**src/rtl/rob_resp_arb_pkg.sv**
```systemverilog
// Shared types for the ROB response arbiter: bank count, bank id, beat record
// and the lock FSM state encoding.
package mpc_types;

  localparam int ROB_BANK_NUM = 4;
  localparam int ROB_DATA_W   = 128;

  typedef logic [$clog2(ROB_BANK_NUM)-1:0] robBankId_t;

  typedef struct packed {
    logic [ROB_DATA_W-1:0] data;
    robBankId_t            bank_id;
  } rob_beat_t;

  typedef enum logic {
    ARB_IDLE   = 1'b0,
    ARB_LOCKED = 1'b1
  } arb_state_e;

endpackage

```
**src/rtl/rob_resp_arb_rr_arb.sv**
```systemverilog
// Combinational N-way round-robin picker: first requester at or after ptr wins.
// N must be a power of two so the index wraps by truncation.
module rr_arb #(
  parameter int N       = 4,
  parameter int IdWidth = $clog2(N)
) (
  input  logic [N-1:0]       req,
  input  logic [IdWidth-1:0] ptr,
  output logic [N-1:0]       gnt,
  output logic [IdWidth-1:0] gnt_id,
  output logic               any_vld
);

  logic [IdWidth-1:0] idx;

  always_comb begin
    gnt     = '0;
    gnt_id  = '0;
    any_vld = 1'b0;
    idx     = '0;
    for (int i = 0; i < N; i++) begin
      idx = ptr + IdWidth'(i);
      if (!any_vld && req[idx]) begin
        any_vld  = 1'b1;
        gnt_id   = idx;
        gnt[idx] = 1'b1;
      end
    end
  end

endmodule

```
**src/rtl/rob_resp_arb.sv**
```systemverilog
// Round-robin arbiter sharing the upstream read-data channel between ROB banks.
// Build option MPC_ROB_ARB_OUTREG_EN replaces the lock FSM with a 1-entry output register.
//
//   state      | meaning
//   ARB_IDLE   | grant follows the round-robin pick each cycle
//   ARB_LOCKED | upstream stalled a valid beat; grant pinned to lock_id
module rob_resp_arb
  import mpc_types::*;
#(
  parameter int BankNum     = ROB_BANK_NUM,
  parameter int DataWidth   = ROB_DATA_W,
  parameter int BankIdWidth = $clog2(BankNum)
) (
  input  logic                         clk,
  input  logic                         rst,
  input  logic [BankNum-1:0]           d_bank_valid,
  output logic [BankNum-1:0]           d_bank_ready,
  input  logic [BankNum*DataWidth-1:0] d_bank_data,
  output logic                         u_ch_valid,
  input  logic                         u_ch_ready,
  output logic [DataWidth-1:0]         u_ch_data,
  output logic [BankIdWidth-1:0]       u_ch_bank_id,
  output logic                         arb_busy
);

  logic [BankIdWidth-1:0] rr_ptr;
  logic [BankNum-1:0]     pick_oh;
  logic [BankIdWidth-1:0] pick_id;
  logic                   pick_vld;

  rr_arb #(
    .N       (BankNum),
    .IdWidth (BankIdWidth)
  ) u_rr_arb (
    .req     (d_bank_valid),
    .ptr     (rr_ptr),
    .gnt     (pick_oh),
    .gnt_id  (pick_id),
    .any_vld (pick_vld)
  );

`ifdef MPC_ROB_ARB_OUTREG_EN

  logic                   full;
  logic [DataWidth-1:0]   data_q;
  logic [BankIdWidth-1:0] id_q;
  logic [DataWidth-1:0]   pick_data;
  logic                   load_en;
  logic                   load;

  always_comb begin
    pick_data = '0;
    for (int i = 0; i < BankNum; i++) begin
      if (pick_oh[i]) pick_data = pick_data | d_bank_data[i*DataWidth +: DataWidth];
    end
  end

  // Drain and refill in the same cycle keeps one beat per cycle sustained.
  assign load_en = !full || u_ch_ready;
  assign load    = pick_vld && load_en;

  always_ff @(posedge clk) begin
    if (rst) begin
      full   <= 1'b0;
      data_q <= '0;
      id_q   <= '0;
      rr_ptr <= '0;
    end else if (load) begin
      full   <= 1'b1;
      data_q <= pick_data;
      id_q   <= pick_id;
      rr_ptr <= pick_id + BankIdWidth'(1);
    end else if (u_ch_ready) begin
      full   <= 1'b0;
    end
  end

  assign d_bank_ready = load_en ? pick_oh : '0;
  assign u_ch_valid   = full;
  assign u_ch_data    = full ? data_q : '0;
  assign u_ch_bank_id = full ? id_q : '0;
  assign arb_busy     = full;

`else

  arb_state_e             state, state_nxt;
  logic [BankIdWidth-1:0] lock_id, lock_id_nxt;
  logic [BankNum-1:0]     sel_oh;
  logic [BankIdWidth-1:0] sel_id;
  logic                   sel_vld;
  logic [DataWidth-1:0]   sel_data;

  // A locked bank is guaranteed valid by the bank hold rule, so no req check.
  always_comb begin
    sel_oh  = pick_oh;
    sel_id  = pick_id;
    sel_vld = pick_vld;
    if (state == ARB_LOCKED) begin
      sel_id  = lock_id;
      sel_vld = 1'b1;
      for (int i = 0; i < BankNum; i++) begin
        sel_oh[i] = (lock_id == BankIdWidth'(i));
      end
    end
  end

  always_comb begin
    sel_data = '0;
    for (int i = 0; i < BankNum; i++) begin
      if (sel_oh[i]) sel_data = sel_data | d_bank_data[i*DataWidth +: DataWidth];
    end
  end

  always_comb begin
    state_nxt   = state;
    lock_id_nxt = lock_id;
    case (state)
      ARB_IDLE: begin
        if (sel_vld && !u_ch_ready) begin
          state_nxt   = ARB_LOCKED;
          lock_id_nxt = sel_id;
        end
      end
      ARB_LOCKED: begin
        if (u_ch_ready) state_nxt = ARB_IDLE;
      end
      default: state_nxt = ARB_IDLE;
    endcase
  end

  always_ff @(posedge clk) begin
    if (rst) begin
      state   <= ARB_IDLE;
      lock_id <= '0;
      rr_ptr  <= '0;
    end else begin
      state   <= state_nxt;
      lock_id <= lock_id_nxt;
      if (sel_vld && u_ch_ready) rr_ptr <= sel_id + BankIdWidth'(1);
    end
  end

  assign d_bank_ready = u_ch_ready ? sel_oh : '0;
  assign u_ch_valid   = sel_vld;
  assign u_ch_data    = sel_data;
  assign u_ch_bank_id = sel_vld ? sel_id : '0;
  assign arb_busy     = (state == ARB_LOCKED);

`endif

endmodule

```
**config.mk**
```make
export PLATFORM = sky130hd
export DESIGN_NAME = rob_resp_arb
export DESIGN_NICKNAME = d
export VERILOG_FILES = /design/src/rtl/rob_resp_arb_pkg.sv /design/src/rtl/rob_resp_arb_rr_arb.sv /design/src/rtl/rob_resp_arb.sv
export SDC_FILE = /design/constraint.sdc
export NUM_CORES = 1
export LEC_CHECK = 0
export ABC_AREA = 1
export CORE_AREA = 2 2 255 257
export DETAILED_ROUTE_END_ITERATION = 10
export DIE_AREA = 0 0 257 259
export GPL_TIMING_DRIVEN = 0
export PLACE_DENSITY = 0.38
export SLEW_MARGIN = 20
export SYNTH_ARGS = -nofsm -noshare
export SYNTH_HDL_FRONTEND = slang
export SYNTH_SLANG_ARGS = --single-unit
```
**constraint.sdc**
```tcl
create_clock -name clk -period 2.5 [get_ports clk]
set_input_delay 0.5 -clock clk [delete_from_list [all_inputs] [get_ports clk]]
set_output_delay 0.5 -clock clk [all_outputs]
set_load 0.01 [all_outputs]
```
==> Word-level counts from Yosys, hierarchy flattened <==
Cells that the tools add are included.
{ "op_classes": {"bitwise_logic": 7, "reduce_logical": 15, "n_eq_ne": 3, "n_addsub": 4, "mux": 40, "magnitude_cmp": 8} }
{ "ops": {"columns": ["cell", "count"], "rows": [
  ["two-way mux 128 bit", 4],
  ["OR 128 bit", 3],
  ["two-way mux 4 bit", 6],
  ["two-way mux 1 bit", 15],
  ["< comparator 2 x 3 -> 1 bit (second input constant)", 4],
  ["two-way mux 2 bit", 6],
  ["OR 4 bit", 3],
  ["logical AND 1 bit", 9],
  ["binary-select mux 1 bit (select 2 bit)", 4],
  ["demux 1 bit (select 2 bit)", 4],
  [">= comparator 2 x 1 -> 1 bit (second input constant)", 4],
  ["adder 2 x 1 -> 2 bit (second input constant)", 2],
  ["adder 2 bit (second input constant)", 2],
  ["== test 2 bit (second input constant)", 2],
  ["zero test 1 bit", 4],
  ["== test 2 x 1 -> 1 bit (second input constant)", 1],
  ["zero test 2 bit", 1],
  ["one-hot mux 1 bit (2 select lines)", 1],
  ["AND reduction 2 bit", 1],
  ["NOT 1 bit", 1]
]} }
{ "totals": {"wordCells": 80, "output_inout_bits": 136, "reg_bits": 5, "input_bits": 519} }

==> Longest topological paths before layout <==
Gate-level depths: netlist (run 1).
{ "logic_depth": {"ltp_word": 20, "depth_mapped": 16, "ltp_nobuf": 15} }

==> Hierarchy <==
A second synthesis (run 1) with hierarchy kept.
{ "hier_totals": {"cells_unflattened": 871, "area_unflattened_um2": 4556.9} }
{ "modules_own_cells": {"columns": ["mod", "instances", "area_each_um2", "seq_area_each_um2", "cells_per_inst"], "rows": [
  ["rob_resp_arb", 1, 4126.5, 100.1, 797],
  ["rr_arb", 1, 430.4, 0.0, 74]
]} }

==> Least setup slack after synthesis (run 1) <==
OpenSTA, ideal clock, no wires.
{ "synth_path": {"kind": "register to output", "start": "register rr_ptr[1]", "end": "output u_ch_data[108]", "stages_incl_launch_ff": 14, "slack_ns": -0.164, "arrival_ns": 2.164, "path_buffers": 2, "t_required_ns": 2.000, "path_cell_list": "dfxtp_1 > inv_1 > ha_1 > inv_1 > nand3_1 > nand2_2 > nand2_2 > nor2_2 > nand2_1 > nand4_1 > buf_4 > buf_2 > nand3_1 > nand4_1"} }
{ "synth_via": {"elab_chain_cells": 20, "elab_cells_between_ends": 55} }
{ "synth_lines": {"columns": ["item", "line", "source"], "rows": [
  ["start: declaration", "rob_resp_arb.sv:26", "logic [BankIdWidth-1:0] rr_ptr;"],
  ["start signal: assignment", "rob_resp_arb.sv:139", "if (sel_vld && u_ch_ready) rr_ptr <= sel_id + BankIdWidth'(1);"],
  ["parallel branches: the longest is 11 deep, another holds < comparator 2 x 3 -> 1 bit", null, null],
  ["two-way mux 4 bit *", "rob_resp_arb_rr_arb.sv:23", "if (!any_vld && req[idx]) begin"],
  ["two-way mux 4 bit *", "rob_resp_arb.sv:98", "if (state == ARB_LOCKED) begin"],
  ["two-way mux 128 bit", "rob_resp_arb.sv:110", "if (sel_oh[i]) sel_data = sel_data | d_bank_data[i*DataWidth +: DataWidth];"],
  ["OR 128 bit", "rob_resp_arb.sv:110", null],
  ["two-way mux 128 bit", "rob_resp_arb.sv:110", null],
  ["OR 128 bit", "rob_resp_arb.sv:110", null],
  ["two-way mux 128 bit", "rob_resp_arb.sv:110", null],
  ["OR 128 bit", "rob_resp_arb.sv:110", null],
  ["two-way mux 128 bit *", "rob_resp_arb.sv:110", null],
  ["end: declaration", "rob_resp_arb.sv:21", "output logic [DataWidth-1:0] u_ch_data,"]
]} }
Every way passes the cells marked *. The select of a mux whose other input is x is not followed.

==> Worst setup path in the final report (run 1) <==
{ "layout_path": {"start": "register rr_ptr[1]", "end": "output u_ch_data[54]"} }
Same word-level chain as after synthesis.

==> run metrics, run 1 <==
status finished with violations; failing checks setup timing; Hold WC Path Type reg -> reg; Mapped Nets 1407; Critical path buffers and inverters 7; Distinct cells, synth 24; grt ovf 0; worst setup margin -0.810 ns; Via Count between 10000 and 15000; H-tree depth 1; via density per instance 4.17; WP data arrival 2.81 ns; initial core utilization between 7 and 8%; CTS Root Buffer Type clkbuf_16; final hold vios 0; DRC 0; IO Count between 600 and 700; synth warn 0; Max-Cap Viols 0; Max Fclk a little over 300 MHz; largest net degree at the start of global routing 11; top cells by count, synth nand3_1, nand2_1, nand4_1; Max VDD drop about 470 uV; clock share of power ~1.6%; Worst Tran Pin Value between 0.9 and 1 ns; min Tclk post-route 3.31 ns; crit path kind reg -> out; share of the synthesized area in the top cell type roughly 45%; layout cell share with drive strength beyond 1 30.4%; Seq pwr share 0.8%; CP top delay family buffers and inverters; Final ANT Viol Nets 0; asr flop ratio synth 0%; reg-to-reg setup timing slack between 0.4 and 0.5 ns; pre-CTS setup slack -2.00 ns; drt wl/cell roughly 26 microns; Placeable Area approximately 0.064 sq mm; Total GRT Usage a little under a fifth; Post-Syn Area about 0.0045 sq mm; die area 0.0666 sq mm; TritonRoute pass-1 iters 6; #FFs+latches synth 5; PortBufs about 650; DIE HEIGHT around 260 microns; critical path cell sequence clkinvlp_4 -> ha_4 -> inv_4 -> nand3_4 -> nand2_4 -> nand2_4 -> nor2_4 -> nand2_1 -> nand4_1 -> buf_12 -> buf_12 -> clkbuf_16 -> buf_16 -> nand3_1 -> nand4_1 -> buf_2; Total Nets Final 2167; Critical Path End Type output pin; Synth area leaders nand3_1, nand4_1, nand2_1; clk buf depth 2; Final Max Slew Viols 0; CTS tree built; Psw approximately 0.0089 W; vias in the first global route between 10000 and 15000; CTS buffer count 3; Iteration-0 DRC Markers 510; row count 93; RSZ-0062 raised after global routing yes; critical path startpoint category flip-flop; CP max stage delay roughly 0.37 ns; Setup Skew 0.00367 ns; count leader, synth nand3_1; routability congestion estimate between 0.9 and 1; Relative slew margins between 30% and 40%; first-pass GRT wire length slightly below 90 mm; area delta synth->final 230%; Leak Pwr roughly 5.9 nW; Mapped Avg Cell Area about 5.1 sq um; Crit-path slowest cell dfxtp_4; fin crit share 132%; total negative slack -85.19 ns; Pint around 0.0084 W; switching share of power between 50 and 60%; Cell Pwr Density 1160 mW/mm^2; Die X-Extent roughly 260 microns; Combinational Power Share 97.7%; CTS sink count 5; crit-path max FO 5; Final setup viols 134; number of flops mapped to enable cells by yosys 0; Cells after Synth 880; Main synth FF type dfxtp_1; DP HPWL approximately 51 mm; clock slew at reported path FFs around 0.040 ns; sequential area share after synthesis under 10%; Yosys top cell by area nand3_1; final wirelength between 60 and 70 mm; Data required, critical path 2.00 ns; total power 0.0174 W; Clk Latency, worst-skew pair around 0.23 ns; antenna violations before repair 11
-- final timing paths --
path	start	endpoint	depth (start not counted)
max reg2reg	rr_ptr[0]	rr_ptr[1]	16
min reg2reg	lock_id[1]	lock_id[1]	2
max	rr_ptr[1]	u_ch_data[54]	16
min	lock_id[1]	lock_id[1]	2
-- metrics by stage --
step,std cells,hold slack [ns],instance area (sq um),util (%)
final,2496,0.606,15000,23.4
after global routing,2496,0.650,15000,23.4
after CTS,2464,0.598,14000,21.9
after detailed placement,2390,0.590,12200,19.1
after global placement,2389,0.574,12200,19.0
after floorplan,880,0.544,4550,-
-- cells in the final DEF, fill, tap and decap left out, drive strengths merged --
| cell | synthesis | layout |
|---|---|---|
| ha | 8 | 8 |
| bufbuf | 0 | 1 |
| clkdlybuf4s15 | 0 | 7 |
| nand4 | 132 | 132 |
| dlymetal6s2s | 0 | 1 |
| a21oi | 6 | 6 |
| clkinvlp | 0 | 1 |
| a211oi | 1 | 1 |
| clkbuf | 42 | 61 |
| inv | 22 | 20 |
| clkdlybuf4s50 | 0 | 515 |
| dfxtp | 5 | 5 |
| nor2 | 11 | 11 |
| nand3 | 406 | 406 |
| o21ai | 7 | 7 |
| diode | 0 | 2 |
| a22oi | 2 | 2 |
| clkinv | 0 | 1 |
| a21boi | 1 | 1 |
| dlygate4sd2 | 0 | 4 |
| buf | 57 | 269 |
| nand2 | 180 | 180 |
-- power groups by stage --
stage / Sequential (W) / Combinational [W] / Clock, W
after CTS: 0.000133 / 0.0159 / 0.000274
final: 0.000134 / 0.0170 / 0.000271
after global placement: 0.000149 / 0.0120 / 0
after floorplan: 0.000132 / 0.00487 / 0
after global routing: 0.000136 / 0.0180 / 0.000280
after detailed placement: 0.000148 / 0.0119 / 0
-- tightest hold or removal path: stages (launching register included) --
cell,delay [ns]
dfxtp_1,0.33
o21ai_0,0.18
a21oi_1,0.04
-- registers in the layout (all words and copies together), names as in the netlist --
| name | flops |
|---|---|
| lock_id | 2 |
| arb_busy | 1 |
| rr_ptr | 2 |
-- logic make-up (layout without fill, tap and decap cells) --
logic type      after synthesis  in the layout  synth area share (%)
flops                         5              5                  2.21
fa+ha+maj                     8              8                  2.21
buf+inv                     121            880                  13.7
simple gates                729            729                  79.8
compound gates               17             17                  2.10
other cells                   0              2                     0
-- area by class of cell --
cell class / instances / area (sq um)
inverters: 22 / 106
multi-input cells: 754 / 4710
clock buffers: 4 / 78.8
fillers: 7125 / 48900
flip-flops and latches: 5 / 108
well taps: 855 / 1070
plain buffers: 89 / 910
repair buffers: 765 / 7980
diodes: 2 / 5.00
-- what timing repair did --
item	CTS	global route
gates cloned	25	11
setup endpoints to repair	135	135
buffers inserted	48	40
hold buffers	0	0
gates resized for setup	843	239
pin swaps	88	103
-- routing by layer --
layer | global-route usage, % | part of all wire (%) | wire length (microns)
met2 | 32.5 | 49 | 32100
met1 | 22.7 | 42 | 27400
met4 | 3.02 | 2.5 | 1640
met3 | 3.76 | 7.0 | 4630
met5 | 0 | 0.11 | 75
(Power assumes the default switching activity.)
==> run 2: changes to the inputs <==
--- a/config.mk
+++ b/config.mk
@@ -6,12 +6,12 @@
 export NUM_CORES = 1
 export LEC_CHECK = 0
 export ABC_AREA = 1
-export CORE_AREA = 2 2 255 257
+export CORE_AREA = 2 2 252 254
 export DETAILED_ROUTE_END_ITERATION = 10
-export DIE_AREA = 0 0 257 259
+export DIE_AREA = 0 0 254 256
 export GPL_TIMING_DRIVEN = 0
 export PLACE_DENSITY = 0.38
-export SLEW_MARGIN = 20
+export SLEW_MARGIN = 40
 export SYNTH_ARGS = -nofsm -noshare
 export SYNTH_HDL_FRONTEND = slang
 export SYNTH_SLANG_ARGS = --single-unit
==> constraint.sdc (replaced) <==
create_clock -name clk -period 3.91 [get_ports clk]
set_input_delay 0.782 -clock clk [delete_from_list [all_inputs] [get_ports clk]]
set_output_delay 0.782 -clock clk [all_outputs]
set_load 0.01 [all_outputs]
==> run 2 against run 1 <==
  * The run now ends clean
  * Setup slack gained 0.95 ns
  * Global-route usage shrank 2.5 points
  * Sequential cell count is the same
  * Total power shrank 56%
  * Sequential share of layout area grew 0.11 points
  * Critical endpoint is now u_ch_data[48]
==> run metrics, run 2 (synthesis gave the netlist of run 1 again) <==
status finished clean; Clk Latency, worst-skew pair 0.23 ns (about the same); Fillers 7223 (+1.4%); min Tclk post-route 3.77 ns; Final Non-Filler Cells 2407 (-3.6%); CTS sink count 5 (unchanged); TritonRoute pass-1 iters 6 (unchanged); Placeable Area 0.0624 sq mm (-2.3%); Setup Skew 0.00428 ns (+0.000611 ns); most common cell after layout, fill and taps aside clkdlybuf4s50_1; final wirelength 54.8 mm (-17%); final core utilization 20.3% (-3.1 points); via density per instance 4.05 (-2.8%); Data required, critical path 3.13 ns (+1.13 ns); Worst Tran Pin Value 0.734 ns (-0.191 ns); Max VDD drop 201 uV (-58%); Die X-Extent 254 microns (-1.2%); layout cell share with drive strength beyond 1 10.5% (-20 points); Total Nets Final 2086 (-3.7%); CTS Root Buffer Type clkbuf_16; routability congestion estimate 0.914 (-3.7%); CTS Hold Bufs 0 (unchanged); Hold WC Path Type reg -> reg; total negative slack 0 ns (+85.19 ns); grt ovf 0 (unchanged); Max-Cap Viols 0 (unchanged); fin crit share a little over nine tenths; die area 0.0650 sq mm (-2.3%); commonest cells after routing, fill and taps aside clkdlybuf4s50_1, nand3_1, nand2_1; CTS tree built; largest net degree at the start of global routing 20 (+9); critical path startpoint category input pin; Critical R2R Launch rr_ptr[0]; PortBufs 654 (unchanged); initial core utilization 7.26% (+0.17 points); Max Fclk 265 MHz; Post-Place Cell Area 0.0122 sq mm (-0.22%); Total GRT Usage 15.7% (-2.5 points); clock slew at reported path FFs 0.04 ns (about the same); row count 92 (-1.1%); Cell Pwr Density 607 mW/mm^2 (-48%); area delta synth->final 180%; DIE HEIGHT 256 microns (-1.2%); reg-to-reg setup timing slack 1.57 ns (+1.16 ns); Leak Pwr 5.05 nW (-14%); H-tree depth 1 (unchanged); Final ANT Viol Nets 0 (unchanged); DP HPWL 45.5 mm (-12%); Placed Cells 2381 (-0.38%); IO Count 655 (unchanged); Critical Path End Type output pin; Hold Path Sink lock_id[1]; crit path from d_bank_valid[2]; RR Endpoint rr_ptr[1]; crit-path max FO 19 (+14); Relative slew margins 51.0% (+13 points); clk buf depth 2 (unchanged); final instance area 0.0127 sq mm (-15%); antenna violations before repair 8 (-3); drt wl/cell 22.8 microns (-14%); first-pass GRT wire length 73.4 mm (-15%); Fin Hold WS 0.595 ns (-0.0108 ns); DRC 0 (unchanged); vias in the first global route 10200 (-4.8%); Final setup viols 0 (-100%); crit path kind in -> out; min-delay src lock_id[1]; Final Max Slew Viols 0 (unchanged); CTS buffer count 3 (unchanged); Iteration-0 DRC Markers 511 (+0.20%); hold depth 2 (unchanged); R2R depth 17 (+1); WP data arrival 2.99 ns (+0.18 ns); Via Count 9756 (-6.2%); final hold vios 0 (unchanged)
run 2: cell types whose count changed in the layout (fill, tap and decap cells not counted), moves of 14 or more:
| cell | previous run | this run |
|---|---|---|
| nand2_2 | 52 | 7 |
| buf_8 | 33 | 3 |
| nand3_4 | 14 | 0 |
| dlygate4sd2_1 | 4 | 60 |
| clkbuf_2 | 16 | 35 |
| buf_2 | 63 | 9 |
| nand3_2 | 90 | 7 |
| buf_12 | 34 | 12 |
| buf_4 | 57 | 25 |
| dlymetal6s2s_1 | 1 | 18 |
| buf_6 | 66 | 33 |
| nand2_4 | 18 | 2 |
| nand2_1 | 110 | 171 |
| nand3_1 | 302 | 399 |
run 2: through the flow:
stage	setup WS [ns]	total power, W
finish	0.140	0.00769
global route	-0.000792	0.00834
CTS	-0.0401	0.00797
detailed placement	-0.992	0.00738
global placement	-0.961	0.00741
floorplan	0.964	0.00318
run 2: layout make-up:
type	instances	area (sq um)	area share [%]
diodes	3	7.51	0.0592
plain buffers	97	816	6.44
clock buffers	4	78.8	0.622
inverters	22	93.8	0.741
multi-input cells	754	3880	30.6
flip-flops and latches	5	105	0.829
well taps	846	1060	8.35
repair buffers	676	6640	52.4
run 2: worst max path at each step:
stage	endpoint	depth (start not counted)
global route	u_ch_data[48]	15
CTS	u_ch_data[118]	17
floorplan	u_ch_data[108]	13
global placement	u_ch_data[99]	15
detailed placement	u_ch_data[99]	15
finish	u_ch_data[48]	15
run 2: power by group:
part | switching (W) | total, W | internal (W)
Clock | 0.0000360 | 0.000171 | 0.000135
Combinational | 0.00423 | 0.00742 | 0.00318
Sequential | 0.0000296 | 0.0000977 | 0.0000682
Total | 0.00430 | 0.00769 | 0.00339
run 2: what timing repair did:
item	4_1_cts	5_1_grt
endpoints found under the setup margin	131	103
setup buffers	17	1
gates cloned	3	0
resized for setup	286	104
pin swaps	8	8
hold endpoints to repair	0	0
run 2: routing by layer:
metal | routed length [microns] | part of all wire, % | global-route usage [%] | vias to the layer above
met5 | 55 | 0.10 | 0 | -
met4 | 1790 | 3.3 | 4.67 | 8
met3 | 4740 | 8.7 | 3.79 | 66
met2 | 25900 | 47 | 27.6 | 558
met1 | 22200 | 41 | 18.6 | 4537
li1 | - | - | - | 4587
run 2: worst max-delay path, stage by stage:
cell and delay [ns]:
dlygate4sd2_1 0.27, inv_1 0.07, nand2_2 0.06, nand3_2 0.08, nand2_4 0.10, inv_2 0.09, nand2_4 0.07, nor2_4 0.14
nand3_1 0.11, nand3_2 0.15, buf_12 0.21, buf_4 0.23, nand3_1 0.17, nand4_1 0.16, dlygate4sd2_1 0.29
==> run 3: changes to the inputs <==
--- a/config.mk
+++ b/config.mk
@@ -6,9 +6,9 @@
 export NUM_CORES = 1
 export LEC_CHECK = 0
 export ABC_AREA = 1
-export CORE_AREA = 2 2 252 254
+export CORE_AREA = 3 3 253 255
 export DETAILED_ROUTE_END_ITERATION = 10
-export DIE_AREA = 0 0 254 256
+export DIE_AREA = 0 0 256 258
 export GPL_TIMING_DRIVEN = 0
 export PLACE_DENSITY = 0.38
 export SLEW_MARGIN = 40
==> run 3 against run 2 <==
  * Global-route usage grew 1.9 points
  * Clock skew shrank 0.0038 ns
  * Wire length grew 14%
  * Maximum frequency shrank 0.27%
  * Design area shrank 0.25%
  * Clock-buffer cell count is the same
  * Critical endpoint is now u_ch_data[64]
  * Highest routed layer unchanged
==> run metrics, run 3 (synthesis gave the netlist of run 1 again) <==
Cell Pwr Density 623 mW/mm^2 (+2.8%); min Tclk post-route 3.78 ns (+0.0104 ns); TritonRoute pass-1 iters 5 (-1); Die X-Extent 256 microns (+0.79%); Max Fclk 265 MHz (-0.27%); vias in the first global route 10100 (-1.3%); DIE HEIGHT 258 microns (+0.78%); layout cell share with drive strength beyond 1 11.8% (+1.3 points); CP top delay family buffers and inverters; Fillers 7136 (-1.2%); Post-Place Cell Area 0.0122 sq mm (+0.34%); final hold vios 0 (unchanged); Via Count 9880 (+1.3%); WP depth 16 (+1); routability congestion estimate 0.922 (+0.90%); most common cell after layout, fill and taps aside clkdlybuf4s50_1; register area 105 sq um (unchanged); CP max stage delay 0.38 ns (+0.09 ns); Hold WC Path Type reg -> reg; clock slew at reported path FFs 0.03 ns (about the same); commonest cells after routing, fill and taps aside clkdlybuf4s50_1, nand3_1, nand2_1; crit-path max FO 13 (-6); DP HPWL 52.9 mm (+16%); status finished clean; area delta synth->final 179%; Clk Latency, worst-skew pair 0.23 ns (about the same); Crit-path slowest cell dfxtp_2; Leak Pwr 4.97 nW (-1.6%); via density per instance 4.10 (+1.2%); antenna violations before repair 17 (+9); initial core utilization 7.33% (+0.066 points); final wirelength 62.3 mm (+14%); Worst Tran Pin Value 0.811 ns (+0.0761 ns); Placeable Area 0.0618 sq mm (-0.90%); CP most frequent cell nand3_1; CTS tree built; Critical Path End Type output pin; DRC 0 (unchanged); Max VDD drop 216 uV (+7.3%); Total GRT Usage 17.6% (+1.9 points); first-pass GRT wire length 83.3 mm (+13%); IO Count 655 (unchanged); Critical path buffers and inverters 7 (+1); drt wl/cell 25.8 microns (+14%); CTS sink count 5 (unchanged); hold depth 2 (unchanged); critical path startpoint category flip-flop; Relative slew margins 46.0% (-5.1 points); WP data arrival 3.00 ns (about the same); die area 0.0660 sq mm (+1.6%); PortBufs 654 (unchanged); final instance area 0.0126 sq mm (-0.25%); Total Nets Final 2091 (+0.24%); row count 91 (-1.1%); Final setup viols 0 (unchanged); Max-Cap Viols 0 (unchanged); total power 0.00788 W (+2.5%); fin crit share 96.7% (+0.27 points); Data required, critical path 3.13 ns (about the same); Setup Skew 0.000481 ns (-0.00380 ns); H-tree depth 1 (unchanged); crit path kind reg -> out; Final Max Slew Viols 0 (unchanged); CTS Root Buffer Type clkbuf_16; clk buf depth 2 (unchanged); largest net degree at the start of global routing 14 (-30%); Final ANT Viol Nets 0 (unchanged); CTS buffer count 3 (unchanged); R2R depth 17 (unchanged); Multi-input gate area 0.00390 sq mm (+0.61%); critical path cell sequence buf_6 -> inv_8 -> ha_4 -> inv_1 -> nand3_1 -> nand2_4 -> nand2_4 -> nor2_4 -> nand3_1 -> nand4_1 -> buf_4 -> bufbuf_16 -> buf_6 -> nand3_1 -> nand4_1 -> dlygate4sd2_1; grt ovf 0 (unchanged); Iteration-0 DRC Markers 749 (+47%)
-- run 3: per-layer routing --
metal  up-vias  wire length [microns]  global-route usage (%)
li1       4605                      -                       -
met1      4652                  25000                    21.3
met2       568                  30900                    31.9
met3        41                   5800                    5.31
met4        14                    493                    1.44
met5         -                     89                       0
-- run 3: path summary, 6_finish.rpt --
path | start | endpoint | slack [ns]
setup / recovery | rr_ptr[0] | u_ch_data[64] | 0.13
hold / removal | lock_id[1] | lock_id[1] | 0.59
setup reg to reg | rr_ptr[0] | rr_ptr[1] | 1.51
hold reg to reg | lock_id[1] | lock_id[1] | 0.59
-- run 3: power by group --
group / leakage, nW / internal, W / switching, W
clock network: 0.0382 / 0.000135 / 0.0000370
registers: 0.0423 / 0.0000682 / 0.0000299
logic: 4.89 / 0.00313 / 0.00448
total: 4.97 / 0.00333 / 0.00455
-- run 3: worst min-delay path: stages, from the launching register on --
cell     delay, ns
dfxtp_1       0.33
o21ai_0       0.16
a21oi_1       0.04
-- run 3: final cells by class --
class,instances,share of cell area [%]
Clock buffer,4,0.624
Multi-Input combinational cell,754,30.9
Inverter,22,0.762
Timing Repair Buffer,679,52.2
Buffer,99,6.24
Tap cell,837,8.28
Antenna cell,9,0.178
Sequential cell,5,0.831
-- run 3: stage by stage --
stage                     instances  setup slack, ns  utilization (%)  hold WS, ns  TNS, ns
final                          2409            0.130             20.4        0.587        0
after global routing           2401          -0.0112             20.4        0.612  -0.0257
after CTS                      2396          0.00212             20.5        0.586        0
after detailed placement       2374           -0.981             19.8        0.576   -75.43
after global placement         2371           -0.933             19.6        0.577   -70.41
after floorplan                 880            0.964                -        0.544        0
-- run 3: repair_timing --
action	in CTS	in global routing
gates cloned	3	0
pin swaps	17	12
endpoints found under the setup margin	131	99
hold endpoints to repair	0	0
hold buffers	0	0
setup buffers	15	4
resized for setup	336	105
